**src/rtl/keypad_scan_encoder_pkg.sv**
```systemverilog
// Shared keypad-entry definitions: FSM encodings and default sizing.
// Also used by the timer digit-entry logic.
package keypad_scan_encoder_pkg;

  localparam int DEF_NUM_KEYS        = 10;
  localparam int DEF_CODE_W          = 4;
  localparam int DEF_DEBOUNCE_CYCLES = 4;
  localparam int DEF_CNT_W           = 3;

  typedef enum logic [1:0] {
    IDLE     = 2'd0,
    DEBOUNCE = 2'd1,
    PRESSED  = 2'd2,
    RELEASE  = 2'd3
  } state_t;

endpackage

```
**src/rtl/keypad_scan_encoder_if.sv**
```systemverilog
// Key bus and encoded-key result bundle between keypad front end
// and the timer digit-entry logic.
interface keypad_scan_encoder_if
  import keypad_scan_encoder_pkg::*;
#(
  parameter int NUM_KEYS = DEF_NUM_KEYS,
  parameter int CODE_W   = DEF_CODE_W
);

  logic                enable_n;
  logic [NUM_KEYS-1:0] keypad;
  logic [CODE_W-1:0]   code_out;
  logic                key_strobe;
  logic                key_held;
  logic                multi_key;

  modport master (
    output enable_n,
    output keypad,
    input  code_out,
    input  key_strobe,
    input  key_held,
    input  multi_key
  );

  modport slave (
    input  enable_n,
    input  keypad,
    output code_out,
    output key_strobe,
    output key_held,
    output multi_key
  );

endinterface

```
**src/rtl/keypad_scan_encoder_key_prio_enc.sv**
```systemverilog
// Combinational highest-index key encoder with a more-than-one-key flag.
// Code output is don't-care when no key is set.
module key_prio_enc
  import keypad_scan_encoder_pkg::*;
#(
  parameter int NUM_KEYS = DEF_NUM_KEYS,
  parameter int CODE_W   = DEF_CODE_W
) (
  input  logic [NUM_KEYS-1:0] keys,
  output logic [CODE_W-1:0]   code,
  output logic                multi
);

  logic seen;

  always_comb begin
    code  = '0;
    multi = 1'b0;
    seen  = 1'b0;
    for (int i = 0; i < NUM_KEYS; i++) begin
      if (keys[i]) begin
        if (seen) multi = 1'b1;
        seen = 1'b1;
        code = CODE_W'(i);
      end
    end
  end

endmodule

```
**src/rtl/keypad_scan_encoder.sv**
```systemverilog
// Synchronised, debounced keypad encoder: one strobe per accepted press,
// rollover lockout while held, multi-key flag captured at acceptance.
module keypad_scan_encoder
  import keypad_scan_encoder_pkg::*;
#(
  parameter int NUM_KEYS        = DEF_NUM_KEYS,
  parameter int CODE_W          = DEF_CODE_W,
  parameter int DEBOUNCE_CYCLES = DEF_DEBOUNCE_CYCLES,
  parameter int CNT_W           = DEF_CNT_W
) (
  input  logic                  clk,
  input  logic                  reset_n,
  keypad_scan_encoder_if.slave  bus
);

  logic [NUM_KEYS-1:0] sync1;
  logic [NUM_KEYS-1:0] keys_s;

  logic [CODE_W-1:0] enc_code;
  logic              enc_multi;
  logic              any_key;

  state_t            state, state_d;
  logic [CNT_W-1:0]  cnt, cnt_d;
  logic [CNT_W-1:0]  cnt_inc;
  logic              cnt_done;
  logic [CODE_W-1:0] cand, cand_d;
  logic [CODE_W-1:0] code_q, code_d;
  logic              strobe_q, strobe_d;
  logic              held_q, held_d;
  logic              multi_q, multi_d;

  key_prio_enc #(
    .NUM_KEYS (NUM_KEYS),
    .CODE_W   (CODE_W)
  ) u_enc (
    .keys  (keys_s),
    .code  (enc_code),
    .multi (enc_multi)
  );

  assign any_key  = |keys_s;
  assign cnt_inc  = cnt + CNT_W'(1);
  assign cnt_done = (cnt_inc == CNT_W'(DEBOUNCE_CYCLES));

  always_ff @(posedge clk or negedge reset_n) begin
    if (!reset_n) begin
      sync1  <= '0;
      keys_s <= '0;
    end else begin
      sync1  <= bus.keypad;
      keys_s <= sync1;
    end
  end

  always_ff @(posedge clk or negedge reset_n) begin
    if (!reset_n) begin
      state    <= IDLE;
      cnt      <= '0;
      cand     <= '0;
      code_q   <= '0;
      strobe_q <= 1'b0;
      held_q   <= 1'b0;
      multi_q  <= 1'b0;
    end else begin
      state    <= state_d;
      cnt      <= cnt_d;
      cand     <= cand_d;
      code_q   <= code_d;
      strobe_q <= strobe_d;
      held_q   <= held_d;
      multi_q  <= multi_d;
    end
  end

  // Only DEBOUNCE->PRESSED strobes, so strobes can never be adjacent.
  always_comb begin
    state_d  = state;
    cnt_d    = cnt;
    cand_d   = cand;
    code_d   = code_q;
    strobe_d = 1'b0;
    held_d   = held_q;
    multi_d  = multi_q;
    if (bus.enable_n) begin
      state_d = IDLE;
      cnt_d   = '0;
      held_d  = 1'b0;
    end else begin
      unique case (state)
        IDLE: begin
          if (any_key) begin
            state_d = DEBOUNCE;
            cnt_d   = CNT_W'(1);
            cand_d  = enc_code;
          end
        end
        DEBOUNCE: begin
          if (!any_key) begin
            state_d = IDLE;
          end else if (enc_code != cand) begin
            cand_d = enc_code;
            cnt_d  = CNT_W'(1);
          end else if (cnt_done) begin
            state_d  = PRESSED;
            code_d   = cand;
            strobe_d = 1'b1;
            held_d   = 1'b1;
            multi_d  = enc_multi;
          end else begin
            cnt_d = cnt_inc;
          end
        end
        PRESSED: begin
          if (!any_key) begin
            state_d = RELEASE;
            cnt_d   = CNT_W'(1);
          end
        end
        RELEASE: begin
          if (any_key) begin
            state_d = PRESSED;
          end else if (cnt_done) begin
            state_d = IDLE;
            held_d  = 1'b0;
          end else begin
            cnt_d = cnt_inc;
          end
        end
        default: state_d = IDLE;
      endcase
    end
  end

  assign bus.code_out   = code_q;
  assign bus.key_strobe = strobe_q;
  assign bus.key_held   = held_q;
  assign bus.multi_key  = multi_q;

endmodule

```
**src/flat_wrapper.sv**
```systemverilog
// flat-port wrapper written by rule: the top's interface ports become plain ports
module keypad_scan_encoder_flat import keypad_scan_encoder_pkg::*;
#(
  parameter int NUM_KEYS        = DEF_NUM_KEYS,
  parameter int CODE_W          = DEF_CODE_W,
  parameter int DEBOUNCE_CYCLES = DEF_DEBOUNCE_CYCLES,
  parameter int CNT_W           = DEF_CNT_W
)
  (clk, reset_n, bus_enable_n, bus_keypad, bus_code_out, bus_key_strobe, bus_key_held, bus_multi_key);
  keypad_scan_encoder_if #(.NUM_KEYS(NUM_KEYS), .CODE_W(CODE_W)) bus_i ();
  input  logic clk;
  input  logic reset_n;
  input wire logic [$bits(bus_i.enable_n)-1:0] bus_enable_n;
  input wire logic [$bits(bus_i.keypad)-1:0] bus_keypad;
  output wire logic [$bits(bus_i.code_out)-1:0] bus_code_out;
  output wire logic [$bits(bus_i.key_strobe)-1:0] bus_key_strobe;
  output wire logic [$bits(bus_i.key_held)-1:0] bus_key_held;
  output wire logic [$bits(bus_i.multi_key)-1:0] bus_multi_key;
  assign bus_i.enable_n = bus_enable_n;
  assign bus_i.keypad = bus_keypad;
  assign bus_code_out = bus_i.code_out;
  assign bus_key_strobe = bus_i.key_strobe;
  assign bus_key_held = bus_i.key_held;
  assign bus_multi_key = bus_i.multi_key;
  keypad_scan_encoder #(.NUM_KEYS(NUM_KEYS), .CODE_W(CODE_W), .DEBOUNCE_CYCLES(DEBOUNCE_CYCLES), .CNT_W(CNT_W)) u_core (.clk(clk), .reset_n(reset_n), .bus(bus_i));
endmodule
```
**config.mk**
```make
export PLATFORM = sky130hd
export DESIGN_NAME = keypad_scan_encoder_flat
export DESIGN_NICKNAME = d
export VERILOG_FILES = /design/src/rtl/keypad_scan_encoder_pkg.sv /design/src/rtl/keypad_scan_encoder_if.sv /design/src/rtl/keypad_scan_encoder_key_prio_enc.sv /design/src/rtl/keypad_scan_encoder.sv /design/src/flat_wrapper.sv
export SDC_FILE = /design/constraint.sdc
export NUM_CORES = 1
export LEC_CHECK = 0
export BUFFER_PORTS_ARGS = -buffer_cell sky130_fd_sc_hd__buf_2
export CELL_PAD_IN_SITES_DETAIL_PLACEMENT = 0
export CELL_PAD_IN_SITES_GLOBAL_PLACEMENT = 1
export CORE_UTILIZATION = 48
export CTS_BUF_LIST = sky130_fd_sc_hd__clkbuf_16
export DETAILED_ROUTE_END_ITERATION = 8
export PLACE_DENSITY_LB_ADDON = 0.1
export SLEW_MARGIN = 0
export SYNTH_ARGS = -nofsm -noshare
export SYNTH_HDL_FRONTEND = slang
export SYNTH_SLANG_ARGS = --single-unit
```
**constraint.sdc**
```tcl
create_clock -name clk -period 6 [get_ports clk]
set_clock_uncertainty 0.05 [all_clocks]
set_input_delay 0.3 -clock clk [delete_from_list [all_inputs] [get_ports clk]]
set_output_delay 0.3 -clock clk [all_outputs]
set_load 0.02 [all_outputs]
```
==> results.py <==
metrics = {
    "logic_synthesis": {
        "syn_inst": 137,
        "postSynthAreaPerCell_um2": 11.6,
        "async_reset_ff_share_pct": 100,
        "synth_compound_area_share_pct": 13.1,
        "muxShareOfSynthArea_pct": 5.58,
        "synth_largest_area_cell": "dfrtp_1",
        "synth_edf_count": 0,
        "synth-seq-cells": 36,
        "synth_ff_type": "dfrtp_1",
        "synthTopCellsByArea": "dfrtp_1 (57%), mux2_2 (5.0%), nor2_1 (3.8%), ha_1 (2.4%), nor3_1 (1.9%)",
        "synth_top_area_share_pct": 56.6,
        "syn_area_um2": 1590,
        "yosys_warnings": 0,
        "synth_top_family_by_area": "simple AND/OR/NAND/NOR gates",
        "yosysUniqueCellTypes": 45,
        "synthXorXnorAreaFrac_pct": 1.10,
        "ys_seq_area_share_pct": 56.6,
        "synthAdderAreaFrac_pct": 3.62,
        "synth_simple_gate_area_share_pct": 17.1,
        "synth_fp_nets": 153,
    },
    "sta": {
        "finalSetupViolations": 0,
        "fmax_mhz": 409,
        "finalMaxSlewViolations": 0,
        "min_period_ns": 2.45,
        "grt_setup_unrepaired": "no",
        "fin_tns_setup_ns": 0,
        "final.setup.worst_slack_ns": 3.55,
        "hold_viol_final": 0,
        "slew_headroom_pct": 50.3,
        "tightestPinTransition_ns": 0.745,
        "layout_worst_path_cycle_share_pct": 40.8,
    },
    "cts": {
        "cts_tree": "done",
        "htree_levels": 2,
        "cts-root-buf": "clkbuf_16",
        "clk_path_buf_depth": 2,
        "ctsResizeCount": 0,
        "clock-sinks": 36,
        "postCtsSetupBuffers": 0,
        "clk_latency_ns": 0.28,
        "cts_made_buffers": 5,
        "postCtsHoldBufs": 0,
        "clkTransAtPathRegs_ns": 0.06,
    },
    "die": {
        "core_um2": 3100,
        "rows": 20,
        "dieHeight_um": 59.6,
        "die_w_um": 59.6,
        "die-area_um2": 3550,
        "start_util_pct": 51.3,
        "ioPinCount": 20,
    },
    "power_and_ir_drop": {
        "p_sw_share_pct": 23.3,
        "p_per_area_nw_per_um2": 297,
        "share_clk_of_total_power_pct": 44.6,
        "p_leak_nw": 0.824,
        "p_seq_share_pct": 48.2,
        "p_int_mw": 0.425,
        "ir_worst_vdd_uv": 207,
        "pwr-share-comb_pct": 7.2,
        "p_switching_mw": 0.129,
    },
    "routing": {
        "drt_wl_total_um": 2950,
        "dr.first_iter.drc_count": 32,
        "wl_met1_um": 1390,
        "dr_wl_met3_um": 106,
        "vias": 1107,
        "maxUsedRoutingLayer": "met4",
        "vias_per_cell": 5.40,
        "drt-wirelength-per-cell_um": 14.4,
        "met2_length_um": 1370,
        "drt_pre_antenna_iters": 4,
        "ant_nets": 0,
        "route.detailed.drc": 0,
    },
    "final_layout": {
        "mostFrequentLayoutCell": "dfrtp_1",
        "layout-drive-gt1-share_pct": 26.7,
        "diodes": 0,
        "areaGrowthSynthToFinish_pct": 17.3,
        "fillers": 291,
        "fin_nets": 176,
        "mostFrequentLayoutCells": "dfrtp_1 (36), buf_2 (19), nor2_1 (16)",
        "final_util_pct": 60.2,
    },
    "critical_path": {
        "arrival_ns": 2.56,
        "cp-end-kind": "flop",
        "crit_path_start_kind": "flop",
        "cp.required_ns": 6.12,
        "critical_path_class": "flop to flop",
        "crit_fanout": 7,
    },
    "run_status": {
        "status": "completed",
    },
    "run": {
        "cap_violations": 0,
    },
    "global_route": {
        "overflow": 0,
        "grt_pass1_vias": 1105,
        "grt_usage_pct": 20.1,
        "grt_pass1_wl_um": 4890,
        "grt_max_degree": 37,
        "antenna_found_initial": 0,
    },
    "placement": {
        "io_buffers": 19,
        "dp_hpwl_um": 2150,
        "post-place-ws_ns": 3.58,
        "routabilityCongestion": 0.851,
    },
    "min_path": {
        "hp-class": "input port to async pin",
    },
}
metal layers:
metal  global-route usage [%]  vias to the layer above
met4                     10.3                        0
met2                     30.5                       22
li1                         -                      540
met5                        0                        -
met3                     7.86                        8
met1                     24.7                      537
logic make-up (layout without fill, tap and decap cells):
family	count (synthesis)	after routing
xor+xnor	2	2
fa+ha+maj	5	5
simple gates	48	48
buf+inv	10	34
mux	8	8
compound gates	28	28
flops	36	36
critical path, cell delays in order, from the launching register on:
cell,delay [ns]
dfrtp_1,0.44
nor4_4,0.39
mux2i_1,0.30
or3b_2,0.48
and4_4,0.18
nand3_4,0.13
mux2_2,0.35
flip-flops by register name, summed over array words and instances, names as in the netlist, 2 cells and up:
| signal | cells |
|---|---|
| u_core.bus.code_out | 4 |
| u_core.cand | 4 |
| u_core.cnt | 3 |
| u_core.keys_s | 10 |
| u_core.state | 2 |
| u_core.sync1 | 10 |
cells in the mapped netlist, drive strengths merged, types with 2 or more instances:
cell	number
a211oi	2
a21oi	5
a32o	2
buf	2
dfrtp	36
ha	3
inv	7
maj3	2
mux2	7
nand2	8
nor2	16
nor2b	3
nor3	6
nor4	2
o21a	2
o21ai	6
o2bb2ai	2
or2	2
power by group through the flow:
stage          Clock, mW  Combinational (mW)  Sequential (mW)
2_1_floorplan          0              0.0290            0.266
3_3_place_gp           0              0.0397            0.270
3_5_place_dp           0              0.0405            0.271
4_1_cts            0.252              0.0408            0.267
5_1_grt            0.262              0.0456            0.269
6_report           0.247              0.0402            0.267
final timing paths:
check / depth (start not counted) / slack [ns] / endpoint / from
setup / recovery: 6 / 3.55 / u_core.bus.code_out[1]$_DFFE_PN0P_ / u_core.keys_s[5]$_DFF_PN0_
min in group clk: 1 / 0.07 / u_core.sync1[9]$_DFF_PN0_ / bus_keypad[9]
max in group asynchronous: 1 / 5.39 / u_core.bus.key_strobe$_DFF_PN0_ / reset_n
hold reg to reg: 0 / 0.30 / u_core.keys_s[7]$_DFF_PN0_ / u_core.sync1[7]$_DFF_PN0_
setup reg to reg: 6 / 3.55 / u_core.bus.code_out[1]$_DFFE_PN0P_ / u_core.keys_s[5]$_DFF_PN0_
hold / removal: 1 / 0.03 / u_core.bus.code_out[0]$_DFFE_PN0P_ / reset_n
per-stage QoR:
stage / hold slack, ns / std cells / power [mW] / area, um2
final: 0.0309 / 205 / 0.554 / 1870
after global routing: 0.0682 / 205 / 0.576 / 1870
after CTS: 0.0657 / 205 / 0.560 / 1870
after detailed placement: 0.285 / 197 / 0.311 / 1720
after global placement: 0.282 / 197 / 0.310 / 1720
after floorplan: -0.0456 / 137 / 0.295 / 1590
final cells by class:
cell class / count / area, um2 / area share (%)
inverter: 7 / 26.3 / 1.41
clock buffer: 5 / 125 / 6.70
timing repair buffer: 19 / 95.1 / 5.09
tap: 44 / 55.1 / 2.95
clock inverter: 3 / 18.8 / 1.01
multi-input combinational: 91 / 646 / 34.6
sequential: 36 / 901 / 48.3
No activity file was read; power rests on OpenSTA's default activity.
